==> src/rtl/inst_fetch_if.sv <==
// Instruction fetch bus bundle: memory request/response, redirect and decoder hand-off.
// The fetch stage is the master; memory, branch unit and decoder sit on the slave side.
interface inst_fetch_if #(
    parameter int unsigned XLEN = 32
);
    logic            imem_req_valid;
    logic            imem_req_ready;
    logic [XLEN-1:0] imem_req_addr;
    logic            imem_rsp_valid;
    logic [XLEN-1:0] imem_rsp_data;
    logic            redirect_valid;
    logic [XLEN-1:0] redirect_pc;
    logic            dec_ready;
    logic            inst_valid;
    logic [XLEN-1:0] inst;
    logic [XLEN-1:0] inst_pc;
    logic            flush_pipe;

    modport master (
        output imem_req_valid, imem_req_addr, inst_valid, inst, inst_pc, flush_pipe,
        input  imem_req_ready, imem_rsp_valid, imem_rsp_data, redirect_valid, redirect_pc,
               dec_ready
    );

    modport slave (
        input  imem_req_valid, imem_req_addr, inst_valid, inst, inst_pc, flush_pipe,
        output imem_req_ready, imem_rsp_valid, imem_rsp_data, redirect_valid, redirect_pc,
               dec_ready
    );
endinterface

==> src/rtl/inst_fetch.sv <==
// Fetch stage: owns the PC, issues credit-limited fetches and buffers {inst, pc} for decode.
// Redirects flush the buffer and mark every outstanding response as stale.
module inst_fetch #(
    parameter int unsigned     XLEN     = 32,
    parameter logic [XLEN-1:0] RESET_PC = '0,
    parameter int unsigned     DEPTH    = 2
) (
    input logic          clk,
    input logic          rst,
    inst_fetch_if.master bus
);
    localparam int unsigned CW = $clog2(DEPTH + 1);
    localparam int unsigned PW = (DEPTH > 1) ? $clog2(DEPTH) : 1;

    typedef enum logic {IDLE, FETCH} state_e;

    state_e          state_q, state_d;
    logic [XLEN-1:0] pc_q, pc_d;
    logic [XLEN-1:0] rsp_pc_q, rsp_pc_d;
    logic [CW-1:0]   inflight_q, inflight_d;
    logic [CW-1:0]   drop_q, drop_d;
    logic [CW-1:0]   count_q, count_d;
    logic [PW-1:0]   wr_ptr_q, wr_ptr_d;
    logic [PW-1:0]   rd_ptr_q, rd_ptr_d;
    logic            flush_q, flush_d;

    logic [XLEN-1:0] inst_mem_q [DEPTH];
    logic [XLEN-1:0] pc_mem_q   [DEPTH];

    logic            in_fetch;
    logic [CW:0]     credit_used;
    logic            req_valid;
    logic            fire;
    logic            rsp;
    logic            redir;
    logic            push;
    logic            pop;
    logic [XLEN-1:0] redir_pc;

    always_comb begin
        state_d     = state_q;
        pc_d        = pc_q;
        rsp_pc_d    = rsp_pc_q;
        inflight_d  = inflight_q;
        drop_d      = drop_q;
        count_d     = count_q;
        wr_ptr_d    = wr_ptr_q;
        rd_ptr_d    = rd_ptr_q;
        flush_d     = 1'b0;
        push        = 1'b0;
        pop         = 1'b0;

        case (state_q)
            IDLE:    state_d = FETCH;
            FETCH:   state_d = FETCH;
            default: state_d = IDLE;
        endcase

        in_fetch    = (state_q == FETCH);
        credit_used = {1'b0, inflight_q} + {1'b0, count_q};
        req_valid   = in_fetch && (credit_used < (CW + 1)'(DEPTH));
        fire        = req_valid && bus.imem_req_ready;
        rsp         = in_fetch && bus.imem_rsp_valid;
        redir       = in_fetch && bus.redirect_valid;
        redir_pc    = bus.redirect_pc & ~XLEN'(3);

        inflight_d = inflight_q + CW'(fire) - CW'(rsp);
        if (fire) begin
            pc_d = pc_q + XLEN'(4);
        end

        if (redir) begin
            // Everything still outstanding after this edge (including a request fired now)
            // belongs to the old stream, so drop equals the updated inflight count.
            pc_d     = redir_pc;
            rsp_pc_d = redir_pc;
            drop_d   = inflight_q + CW'(fire) - CW'(rsp);
            count_d  = '0;
            wr_ptr_d = '0;
            rd_ptr_d = '0;
            flush_d  = 1'b1;
        end else begin
            if (rsp) begin
                if (drop_q != '0) begin
                    drop_d = drop_q - CW'(1);
                end else begin
                    push = 1'b1;
                end
            end
            pop = bus.dec_ready && (count_q != '0);
            if (push) begin
                rsp_pc_d = rsp_pc_q + XLEN'(4);
                wr_ptr_d = wr_ptr_q + PW'(1);
            end
            if (pop) begin
                rd_ptr_d = rd_ptr_q + PW'(1);
            end
            count_d = count_q + CW'(push) - CW'(pop);
        end
    end

    always_ff @(posedge clk) begin
        if (!rst) begin
            state_q    <= IDLE;
            pc_q       <= RESET_PC;
            rsp_pc_q   <= RESET_PC;
            inflight_q <= '0;
            drop_q     <= '0;
            count_q    <= '0;
            wr_ptr_q   <= '0;
            rd_ptr_q   <= '0;
            flush_q    <= 1'b0;
        end else begin
            state_q    <= state_d;
            pc_q       <= pc_d;
            rsp_pc_q   <= rsp_pc_d;
            inflight_q <= inflight_d;
            drop_q     <= drop_d;
            count_q    <= count_d;
            wr_ptr_q   <= wr_ptr_d;
            rd_ptr_q   <= rd_ptr_d;
            flush_q    <= flush_d;
        end
    end

    always_ff @(posedge clk) begin
        if (push) begin
            inst_mem_q[wr_ptr_q] <= bus.imem_rsp_data;
            pc_mem_q[wr_ptr_q]   <= rsp_pc_q;
        end
    end

    assign bus.imem_req_valid = req_valid;
    assign bus.imem_req_addr  = pc_q;
    assign bus.inst_valid     = (count_q != '0);
    assign bus.inst           = (count_q != '0) ? inst_mem_q[rd_ptr_q] : '0;
    assign bus.inst_pc        = (count_q != '0) ? pc_mem_q[rd_ptr_q] : '0;
    assign bus.flush_pipe     = flush_q;
endmodule

==> src/flat_wrapper.sv <==
// flat-port wrapper written by rule: the top's interface ports become plain ports
module inst_fetch_flat 
#(
    parameter int unsigned     XLEN     = 32,
    parameter logic [XLEN-1:0] RESET_PC = '0,
    parameter int unsigned     DEPTH    = 2
)
  (clk, rst, bus_imem_req_valid, bus_imem_req_addr, bus_inst_valid, bus_inst, bus_inst_pc, bus_flush_pipe, bus_imem_req_ready, bus_imem_rsp_valid, bus_imem_rsp_data, bus_redirect_valid, bus_redirect_pc, bus_dec_ready);
  inst_fetch_if #(.XLEN(XLEN)) bus_i ();
  input logic clk;
  input logic rst;
  output wire logic [$bits(bus_i.imem_req_valid)-1:0] bus_imem_req_valid;
  output wire logic [$bits(bus_i.imem_req_addr)-1:0] bus_imem_req_addr;
  output wire logic [$bits(bus_i.inst_valid)-1:0] bus_inst_valid;
  output wire logic [$bits(bus_i.inst)-1:0] bus_inst;
  output wire logic [$bits(bus_i.inst_pc)-1:0] bus_inst_pc;
  output wire logic [$bits(bus_i.flush_pipe)-1:0] bus_flush_pipe;
  input wire logic [$bits(bus_i.imem_req_ready)-1:0] bus_imem_req_ready;
  input wire logic [$bits(bus_i.imem_rsp_valid)-1:0] bus_imem_rsp_valid;
  input wire logic [$bits(bus_i.imem_rsp_data)-1:0] bus_imem_rsp_data;
  input wire logic [$bits(bus_i.redirect_valid)-1:0] bus_redirect_valid;
  input wire logic [$bits(bus_i.redirect_pc)-1:0] bus_redirect_pc;
  input wire logic [$bits(bus_i.dec_ready)-1:0] bus_dec_ready;
  assign bus_imem_req_valid = bus_i.imem_req_valid;
  assign bus_imem_req_addr = bus_i.imem_req_addr;
  assign bus_inst_valid = bus_i.inst_valid;
  assign bus_inst = bus_i.inst;
  assign bus_inst_pc = bus_i.inst_pc;
  assign bus_flush_pipe = bus_i.flush_pipe;
  assign bus_i.imem_req_ready = bus_imem_req_ready;
  assign bus_i.imem_rsp_valid = bus_imem_rsp_valid;
  assign bus_i.imem_rsp_data = bus_imem_rsp_data;
  assign bus_i.redirect_valid = bus_redirect_valid;
  assign bus_i.redirect_pc = bus_redirect_pc;
  assign bus_i.dec_ready = bus_dec_ready;
  inst_fetch #(.XLEN(XLEN), .RESET_PC(RESET_PC), .DEPTH(DEPTH)) u_core (.clk(clk), .rst(rst), .bus(bus_i));
endmodule
==> config.mk <==
export PLATFORM = sky130hd
export DESIGN_NAME = inst_fetch_flat
export DESIGN_NICKNAME = d
export VERILOG_FILES = /design/src/rtl/inst_fetch_if.sv /design/src/rtl/inst_fetch.sv /design/src/flat_wrapper.sv
export SDC_FILE = /design/constraint.sdc
export NUM_CORES = 1
export LEC_CHECK = 0
export ABC_AREA = 0
export CORE_AREA = 3 3 131 133
export CTS_BUF_LIST = sky130_fd_sc_hd__clkbuf_8 sky130_fd_sc_hd__clkbuf_16
export DETAILED_ROUTE_END_ITERATION = 7
export DIE_AREA = 0 0 134 136
export PLACE_DENSITY = 0.75
export SLEW_MARGIN = 25
export SYNTH_ARGS = -nofsm -noshare
export SYNTH_HDL_FRONTEND = slang
export SYNTH_SLANG_ARGS = --single-unit
==> constraint.sdc <==
create_clock -name clk -period 6.7 [get_ports clk]
set_input_delay 0.67 -clock clk [delete_from_list [all_inputs] [get_ports clk]]
set_output_delay 0.67 -clock clk [all_outputs]
set_load 0.05 [all_outputs]
After elaboration in Yosys (flattened, before gate mapping)
Memory sizes are Yosys's and may differ from the RTL's. A register that Yosys moved wholly into a read port is not among the register bits.
Cells that the tools add are included.
{ "word_totals": {"reg_bits": 74, "mem_bits_rw": 128, "in_bits": 70, "out_inout_bits": 99, "word_cells": 59, "memories": 2} }
{ "mem_list": {"columns": ["memory", "words", "word_bits", "rd", "rd_clocked_by_memory_dff", "wr", "line", "text"], "rows": [
  ["u_core.inst_mem_q", 2, 32, 1, 1, 1, "inst_fetch.sv:27", "logic [XLEN-1:0] inst_mem_q [DEPTH];"],
  ["u_core.pc_mem_q", 2, 32, 1, 1, 1, "inst_fetch.sv:28", "logic [XLEN-1:0] pc_mem_q [DEPTH];"]
]} }
{ "op_classes": {"n_addsub": 10, "n_lt_le_gt_ge": 1, "mux": 21, "bitwise": 1, "reduce_logical": 13} }
{ "op_table": {"columns": ["op", "n"], "rows": [
  ["two-way mux 32 bit", 6],
  ["adder 32 x 3 -> 32 bit (second input constant)", 2],
  ["two-way mux 1 bit", 12],
  ["nonzero test 2 bit", 6],
  ["two-way mux 2 bit", 3],
  ["logical AND 1 bit", 5],
  ["adder 2 x 1 -> 2 bit", 2],
  ["subtractor 2 x 1 -> 2 bit", 2],
  ["adder 2 x 2 -> 3 bit", 1],
  ["< comparator 3 x 2 -> 1 bit (second input constant)", 1],
  ["adder 1 bit (second input constant)", 2],
  ["AND reduction 2 bit", 1],
  ["OR reduction 2 bit", 1],
  ["subtractor 2 x 1 -> 2 bit (second input constant)", 1],
  ["NOT 1 bit", 1]
]} }

Longest topological paths before layout
Gate-level depths: netlist (run 1).
{ "depth": {"ltp_word": 7, "mapped_depth": 10, "depth_no_buf": 9} }

Worst setup path before layout (run 1)
Ideal clock, no wire load.
{ "synth_path": {"path_kind": "input-to-reg", "from": "input bus_imem_rsp_valid", "to": "memory u_core.inst_mem_q[1][0] (enable)", "setup_ps": 572, "arrival_ps": 5459, "required_ps": 6128, "slack_ps": 668, "cell_stages": 3, "n_path_buf": 0, "path_cell_list": "and2_2 > nand2_2 > nor3b_1"} }
{ "synth_via": {"elab_chain_len": 6} }
{ "synth_lines": {"columns": ["item", "line", "text"], "rows": [
  ["start, declared", "flat_wrapper.sv:19", "input wire logic [$bits(bus_i.imem_rsp_valid)-1:0] bus_imem_rsp_valid;"],
  ["logical AND 1 bit", "inst_fetch.sv:63", "rsp = in_fetch && bus.imem_rsp_valid;"],
  ["two-way mux 1 bit", "inst_fetch.sv:83", "if (rsp) begin"],
  ["two-way mux 1 bit (2 in series)", "inst_fetch.sv:72", "if (redir) begin"],
  ["two-way mux 1 bit", "inst_fetch.sv:127", "if (push) begin"],
  ["two-way mux 1 bit (not written as such)", "inst_fetch.sv:128", "inst_mem_q[wr_ptr_q] <= bus.imem_rsp_data;"],
  ["end, declared", "inst_fetch.sv:27", null]
]} }
No other way between the ends. The select of a mux whose other input is x is not followed.

==> flow_metrics.env, run 1 <==
export IMPL_area_delta_synth_final_pct=28.9
export IMPL_layout_nets=911
export IMPL_fillCellCount=1184
export IMPL_gpl_final_weighted_congestion=0.905
export IMPL_start_util_pct=51.5
export IMPL_max_clock_path_buffers=2
export IMPL_syn_avg_cell_area_um2=12.0
export IMPL_max_vdd_ir_drop_uv=181
export IMPL_h_tree_levels=4
export IMPL_required_time_reported_for_the_critical_path_endpoint_ps=6030
export IMPL_clock_latency_late_sink_ps=420
export IMPL_chipHeight_um=136
export IMPL_post_cts_repair_setup_buffers=0
export IMPL_min_delay_path_class="flip-flop to flip-flop"
export IMPL_die_footprint_um2=18200
export IMPL_cts_buffers=17
export IMPL_floorplan_io_pins=169
export IMPL_max_frequency_mhz=314
export IMPL_worst_endpoint_arrival_ps=2510
export IMPL_ys_types=44
export IMPL_ys_seq_elements=195
export IMPL_rsz_0062_raised_after_global_routing="false"
export IMPL_grt_pass1_vias=5586
export IMPL_worst_slew_margin_rel_pct=38.9
export IMPL_power_static_leakage_nw=3.50
export IMPL_cts_resized_gates=0
export IMPL_worst_path_max_fanout=32
export IMPL_route_final_wire_length_um=17700
export IMPL_clock_sinks=195
export IMPL_final_period_utilization_pct=47.5
export IMPL_final_common_cell="sky130_fd_sc_hd__clkdlybuf4s50_1"
export IMPL_synthCells=682
export IMPL_setup_total_negative_slack_ps=0
export IMPL_via_per_inst=5.41
export IMPL_critPathKind="flip-flop to output pin"
export IMPL_ys_seq_area_share_pct=62.6
export IMPL_critical_path_startpoint_type="flip-flop"
export IMPL_period_needed_ps=3180
export IMPL_wire_length_of_the_first_global_routing_pass_um=27900
export IMPL_tightestPinTransition_ps=912
export IMPL_die_x_um=134
export IMPL_most_common_layout_cells="sky130_fd_sc_hd__clkdlybuf4s50_1, sky130_fd_sc_hd__edfxtp_1, sky130_fd_sc_hd__nor2_1, sky130_fd_sc_hd__dfxtp_1, sky130_fd_sc_hd__mux2i_1"
export IMPL_yosys_warnings=0
export IMPL_detail_route_antenna_nets=0
export IMPL_grt_antenna_before_repair=0
export IMPL_setup_worst_path_end_class="output pin"
export IMPL_clock_skew_final_ps=9.41
export IMPL_max_cap_violations=0
export IMPL_port_buffer_count=162
export IMPL_insertedDiodeCount=0
export IMPL_netlist_area_um2=8220
export IMPL_setup_viol=0
export IMPL_route_detailed_wl_per_inst_um=16.7
export IMPL_drive_gt1_share_pct=6.03
export IMPL_run_status="completed"
export IMPL_async_reset_ff_share_pct=0
export IMPL_gr_usage_all_layers_pct=19.4
export IMPL_buffer_type_at_the_clock_tree_root="sky130_fd_sc_hd__clkbuf_16"
export IMPL_finish_utilization_pct=66.5
export IMPL_detailed_place_hpwl_um=12100
export IMPL_worst_hold_slack_ps=499
export IMPL_grt_overflow_total=0
export IMPL_coreArea_um2=15900
export IMPL_vias=5743
export IMPL_finalHoldViolations=0
export IMPL_path_clk_slew_ps=70
export IMPL_detail_route_iter0_violations=298
export IMPL_grt_max_degree=92
export IMPL_synth_flop_cell="sky130_fd_sc_hd__edfxtp_1"
export IMPL_number_of_core_rows=46
export IMPL_drcViolationCount=0
export IMPL_synth_edff_count=124
export IMPL_cts_tree="done"
export IMPL_final_max_slew_violation_count=0
export IMPL_power_density_nw_per_um2=295
export IMPL_cts_hold_buffers=0
export IMPL_drtPass1Iterations=4
==> path summary, 6_finish.rpt <==
| kind | cells past startpoint | from | endpoint | slack (ps) |
|---|---|---|---|---|
| max reg2reg | 8 | u_core.count_q[0]$_SDFF_PP0_ | u_core.bus.imem_req_addr[18]$_SDFFE_PN0P_ | 3800 |
| min reg2reg | 0 | u_core.rsp_pc_q[17]$_SDFFE_PN0P_ | u_core.pc_mem_q[1][17]$_DFFE_PP_ | 500 |
| max | 4 | flip-flop | bus_inst[10] | 3520 |
| min | 0 | u_core.rsp_pc_q[17]$_SDFFE_PN0P_ | u_core.pc_mem_q[1][17]$_DFFE_PP_ | 500 |
==> synth_stat cells, drive strengths merged, types with 2 or more instances <==
cell,instances,area share [%]
edfxtp,124,45
nor2,78,3.6
dfxtp,71,17
mux2i,63,7.7
a21oi,49,3.0
xnor2,38,4.0
o21ai,36,2.2
nand2,29,1.4
clkbuf,27,1.2
nand3,19,1.2
xor2,17,1.8
inv,15,0.69
and3,14,1.1
and2,12,0.93
nand4,12,1.2
nor3,12,0.73
buf,11,0.96
nor4,9,1.1
or3,9,0.69
a31oi,8,0.61
and4,7,0.75
ha,7,1.1
a21boi,2,0.18
nor3b,2,0.18
==> sequential cells by signal (all words and copies together), names as in the netlist, named ones only <==
name	count
u_core.inflight_q	2
u_core.in_fetch	1
u_core.drop_q	2
u_core.count_q	2
u_core.bus.flush_pipe	1
u_core.inst_mem_q	64
u_core.rsp_pc_q	30
u_core.wr_ptr_q	1
u_core.pc_mem_q	60
u_core.rd_ptr_q	1
u_core.bus.imem_req_addr	30
==> cell type report <==
| type | instances | area, um^2 | area share (%) |
|---|---|---|---|
| clock buffers | 22 | 505 | 4.77 |
| multi-input cells | 437 | 2870 | 27.1 |
| repair buffers | 167 | 1670 | 15.7 |
| flip-flops and latches | 195 | 5150 | 48.6 |
| inverters | 15 | 56.3 | 0.531 |
| clock inverters | 10 | 81.3 | 0.768 |
| well taps | 216 | 270 | 2.55 |
==> through the flow <==
step / cells / instance area (um^2) / total power [mW] / setup slack [ps]
CTS: 1061 / 10600 / 3.15 / 3270
detailed placement: 1029 / 9990 / 2.17 / 3330
global placement: 1029 / 9990 / 2.16 / 3430
finish: 1062 / 10600 / 3.13 / 3520
floorplan: 685 / 8230 / 1.91 / 668
global route: 1062 / 10600 / 3.24 / 3370
==> critical path, cell delays in order (launching register included) <==
cell,delay [ps]
sky130_fd_sc_hd__dfxtp_4,710
sky130_fd_sc_hd__buf_12,310
sky130_fd_sc_hd__mux2i_1,110
sky130_fd_sc_hd__nor2_1,110
sky130_fd_sc_hd__clkdlybuf4s50_1,820
==> cells by family after synthesis <==
group	count (synthesis)	share of synthesized area (%)
buffers and inverters	53	2.88
DFF	195	62.6
AOI/OAI and AO/OA	101	6.59
muxes	63	7.67
adders and majority gates	8	1.31
other	1	0.0456
xor gates and xnor gates	55	5.86
and+or+nand+nor	206	13.0
==> power by group <==
group | leakage (nW) | switching [mW] | internal (mW) | total (mW)
combinational | 1.47 | 0.487 | 0.262 | 0.749
sequential | 1.72 | 0.0584 | 1.33 | 1.39
clock | 0.308 | 0.415 | 0.571 | 0.987
total | 3.50 | 0.961 | 2.17 | 3.13
==> routing by layer <==
layer | up-vias | GRT usage, % | wire, um
met5 | - | 0 | 0
met4 | 0 | 6.57 | 233
met3 | 22 | 5.51 | 1290
met2 | 228 | 30.4 | 8230
met1 | 2720 | 26.2 | 7990
li1 | 2773 | - | -
Note: power is estimated with default switching activity, not from simulation.
==> run 2: changes to the inputs <==
- CORE_AREA: 3 3 131 133 -> 3 3 138 140
- DIE_AREA: 0 0 134 136 -> 0 0 141 143
- PLACE_DENSITY: 0.75 -> 0.71
- clock period: 6.7 -> 2.9 ns (I/O delays scaled with it)
==> run 2 against run 1 <==
Design area increased by 1.7%. Clock power increased by 140%. Sequential power increased by 130%. Core utilization decreased by 6.5 points. Die area increased by 11%. Largest cell class unchanged. Largest power group unchanged. Power increased by 140%. Via count about the same. Critical endpoint is now u_core.bus.imem_req_addr[18]$_SDFFE_PN0P_. Count of clock-buffer cells in the layout decreased by 4. Register-to-register slack got worse by 3600 ps.
==> flow_metrics.env, run 2 (synthesis gave the netlist of run 1 again) <==
export IMPL_worst_r2r_setup_slack_ps=190
export IMPL_grt_overflow_total=0
export IMPL_detail_route_antenna_nets=0
export IMPL_dpl_instance_area_um2=10200
export IMPL_buffer_type_at_the_clock_tree_root="sky130_fd_sc_hd__clkbuf_16"
export IMPL_final_period_utilization_pct=93.6
export IMPL_max_vdd_ir_drop_uv=461
export IMPL_max_frequency_mhz=369
export IMPL_worst_setup_path_startpoint="u_core.count_q[0]$_SDFF_PP0_"
export IMPL_finalHoldViolations=0
export IMPL_endpoint="u_core.bus.imem_req_addr[18]$_SDFFE_PN0P_"
export IMPL_rsz_0062_raised_after_global_routing="false"
export IMPL_route_final_wire_length_um=18300
export IMPL_fillCellCount=1391
export IMPL_place_worst_setup_slack_ps=224
export IMPL_finish_utilization_pct=60.0
export IMPL_clock_latency_late_sink_ps=420
export IMPL_run_status="completed"
export IMPL_path_clk_slew_ps=70
export IMPL_h_tree_levels=4
export IMPL_power_density_nw_per_um2=684
export IMPL_insertedDiodeCount=0
export IMPL_finish_instance_area_um2=10800
export IMPL_grt_max_degree=64
export IMPL_number_of_flip_flops_under_the_largest_register_name=64
export IMPL_area_delta_synth_final_pct=31.2
export IMPL_cts_buffers=17
export IMPL_cts_tree="done"
export IMPL_worst_path_max_fanout=12
export IMPL_gpl_final_weighted_congestion=0.876
export IMPL_die_footprint_um2=20200
export IMPL_port_buffer_count=162
export IMPL_switching_share_pct=30.6
export IMPL_min_delay_path_class="input pin to flip-flop"
export IMPL_vias=5738
export IMPL_die_x_um=141
export IMPL_worst_endpoint_arrival_ps=3010
export IMPL_floorplan_io_pins=169
export IMPL_setup_viol=0
export IMPL_fin_worst_setup_slack_ps=187
export IMPL_final_max_slew_violation_count=0
export IMPL_pwr_share_comb_pct=24.2
export IMPL_max_flop_register="u_core.inst_mem_q"
export IMPL_sequentialPowerShare_pct=43.4
export IMPL_max_clock_path_buffers=2
export IMPL_required_time_reported_for_the_critical_path_endpoint_ps=3190
export IMPL_via_per_inst=5.31
export IMPL_route_detailed_wl_per_inst_um=16.9
export IMPL_critical_path_startpoint_type="flip-flop"
export IMPL_coreArea_um2=18000
export IMPL_critPathKind="flip-flop to flip-flop"
export IMPL_worst_r2r_path_depth=8
export IMPL_reg2reg_to="u_core.bus.imem_req_addr[18]$_SDFFE_PN0P_"
export IMPL_r2r_start="u_core.count_q[0]$_SDFF_PP0_"
export IMPL_final_common_cell="sky130_fd_sc_hd__clkdlybuf4s50_1"
export IMPL_clock_skew_final_ps=10.1
export IMPL_power_static_leakage_nw=3.56
export IMPL_setup_total_negative_slack_ps=0
export IMPL_gr_usage_all_layers_pct=18.1
export IMPL_p_switching_mw=2.26
export IMPL_chipHeight_um=143
export IMPL_grt_pass1_vias=5679
export IMPL_drive_gt1_share_pct=6.57
export IMPL_drcViolationCount=0
export IMPL_report_power_total_mw=7.38
export IMPL_worst_slew_margin_rel_pct=42.9
export IMPL_drtPass1Iterations=4
export IMPL_clock_sinks=195
export IMPL_setup_worst_path_end_class="flip-flop"
export IMPL_most_common_layout_cells="sky130_fd_sc_hd__clkdlybuf4s50_1, sky130_fd_sc_hd__edfxtp_1, sky130_fd_sc_hd__nor2_1, sky130_fd_sc_hd__dfxtp_1, sky130_fd_sc_hd__mux2i_1"
export IMPL_detail_route_iter0_violations=241
export IMPL_max_cap_violations=0
export IMPL_detailed_place_hpwl_um=12900
export IMPL_clkPwrFrac_pct=32.4
export IMPL_tightestPinTransition_ps=853
export IMPL_reg_largest_list="u_core.inst_mem_q x64, u_core.pc_mem_q x60"
export IMPL_grt_antenna_before_repair=0
export IMPL_wire_length_of_the_first_global_routing_pass_um=28800
export IMPL_p_int_mw=5.12
export IMPL_layout_nets=917
export IMPL_period_needed_ps=2710
export IMPL_start_util_pct=45.7
export IMPL_number_of_core_rows=49
==> run 2: cell count changes in the layout (fill, tap and decap cells not counted), sizes merged <==
cell,before,now
inv,22,21
dlymetal6s2s,0,1
buf,6,11
clkinvlp,0,3
clkbuf,22,18
bufinv,1,3
==> run 2: worst max-delay path, cell delays in order (launching register included) <==
cell	delay [ps]
sky130_fd_sc_hd__dfxtp_1	380
sky130_fd_sc_hd__inv_1	80
sky130_fd_sc_hd__nor2_1	130
sky130_fd_sc_hd__fa_1	450
sky130_fd_sc_hd__and4bb_1	470
sky130_fd_sc_hd__nand4_2	400
sky130_fd_sc_hd__nor4_1	430
sky130_fd_sc_hd__xnor2_1	160
sky130_fd_sc_hd__a21oi_1	90
==> run 2: final cells by class <==
class | instances | area (um^2) | area share (%)
Clock buffer | 18 | 450 | 4.18
Multi-Input combinational cell | 437 | 2880 | 26.7
Inverter | 15 | 56.3 | 0.522
Clock inverter | 14 | 163 | 1.51
Timing Repair Buffer | 173 | 1790 | 16.6
Sequential cell | 195 | 5150 | 47.8
Tap cell | 229 | 287 | 2.66
==> run 2: worst min-delay path by stage <==
| stage | cells after the start | start | to | slack (ps) |
|---|---|---|---|---|
| floorplan | 0 | rst | u_core.in_fetch$_DFF_P_ | 320 |
| global placement | 0 | u_core.rsp_pc_q[19]$_SDFFE_PN0P_ | u_core.pc_mem_q[0][19]$_DFFE_PP_ | 480 |
| detailed placement | 0 | u_core.rsp_pc_q[20]$_SDFFE_PN0P_ | u_core.pc_mem_q[1][20]$_DFFE_PP_ | 490 |
| CTS | 1 | bus_imem_rsp_data[27] | u_core.inst_mem_q[0][27]$_DFFE_PP_ | 420 |
| global route | 1 | bus_imem_rsp_data[27] | u_core.inst_mem_q[1][27]$_DFFE_PP_ | 430 |
| finish | 1 | bus_imem_rsp_data[18] | u_core.inst_mem_q[1][18]$_DFFE_PP_ | 450 |
==> run 2: power by group through the flow <==
stage	clock network [mW]	logic, mW	registers, mW
floorplan	0	1.08	3.32
global placement	0	1.77	3.25
detailed placement	0	1.80	3.26
CTS	2.44	1.80	3.20
global route	2.55	1.89	3.22
finish	2.39	1.78	3.20
==> run 2: timing repair <==
action,in CTS,in global routing
hold buffers,0,0
endpoints found under the setup margin,0,1
buffers inserted,0,0
gates resized for setup,0,1
==> run 2: per-stage QoR <==
| step | hold WS, ps | std cells |
|---|---|---|
| detailed placement | 491 | 1049 |
| global route | 427 | 1081 |
| CTS | 422 | 1081 |
| finish | 451 | 1081 |
| global placement | 478 | 1049 |
| floorplan | 318 | 685 |
==> run 2: per-layer routing <==
layer / wire length [um] / track usage, % / vias up / share of wire [%]
met5: 0 / 0 / - / 0
met4: 240 / 5.46 / 0 / 1.3
met3: 1160 / 4.66 / 22 / 6.3
met2: 8570 / 29.1 / 226 / 47
met1: 8290 / 24.5 / 2726 / 45
li1: - / - / 2764 / -
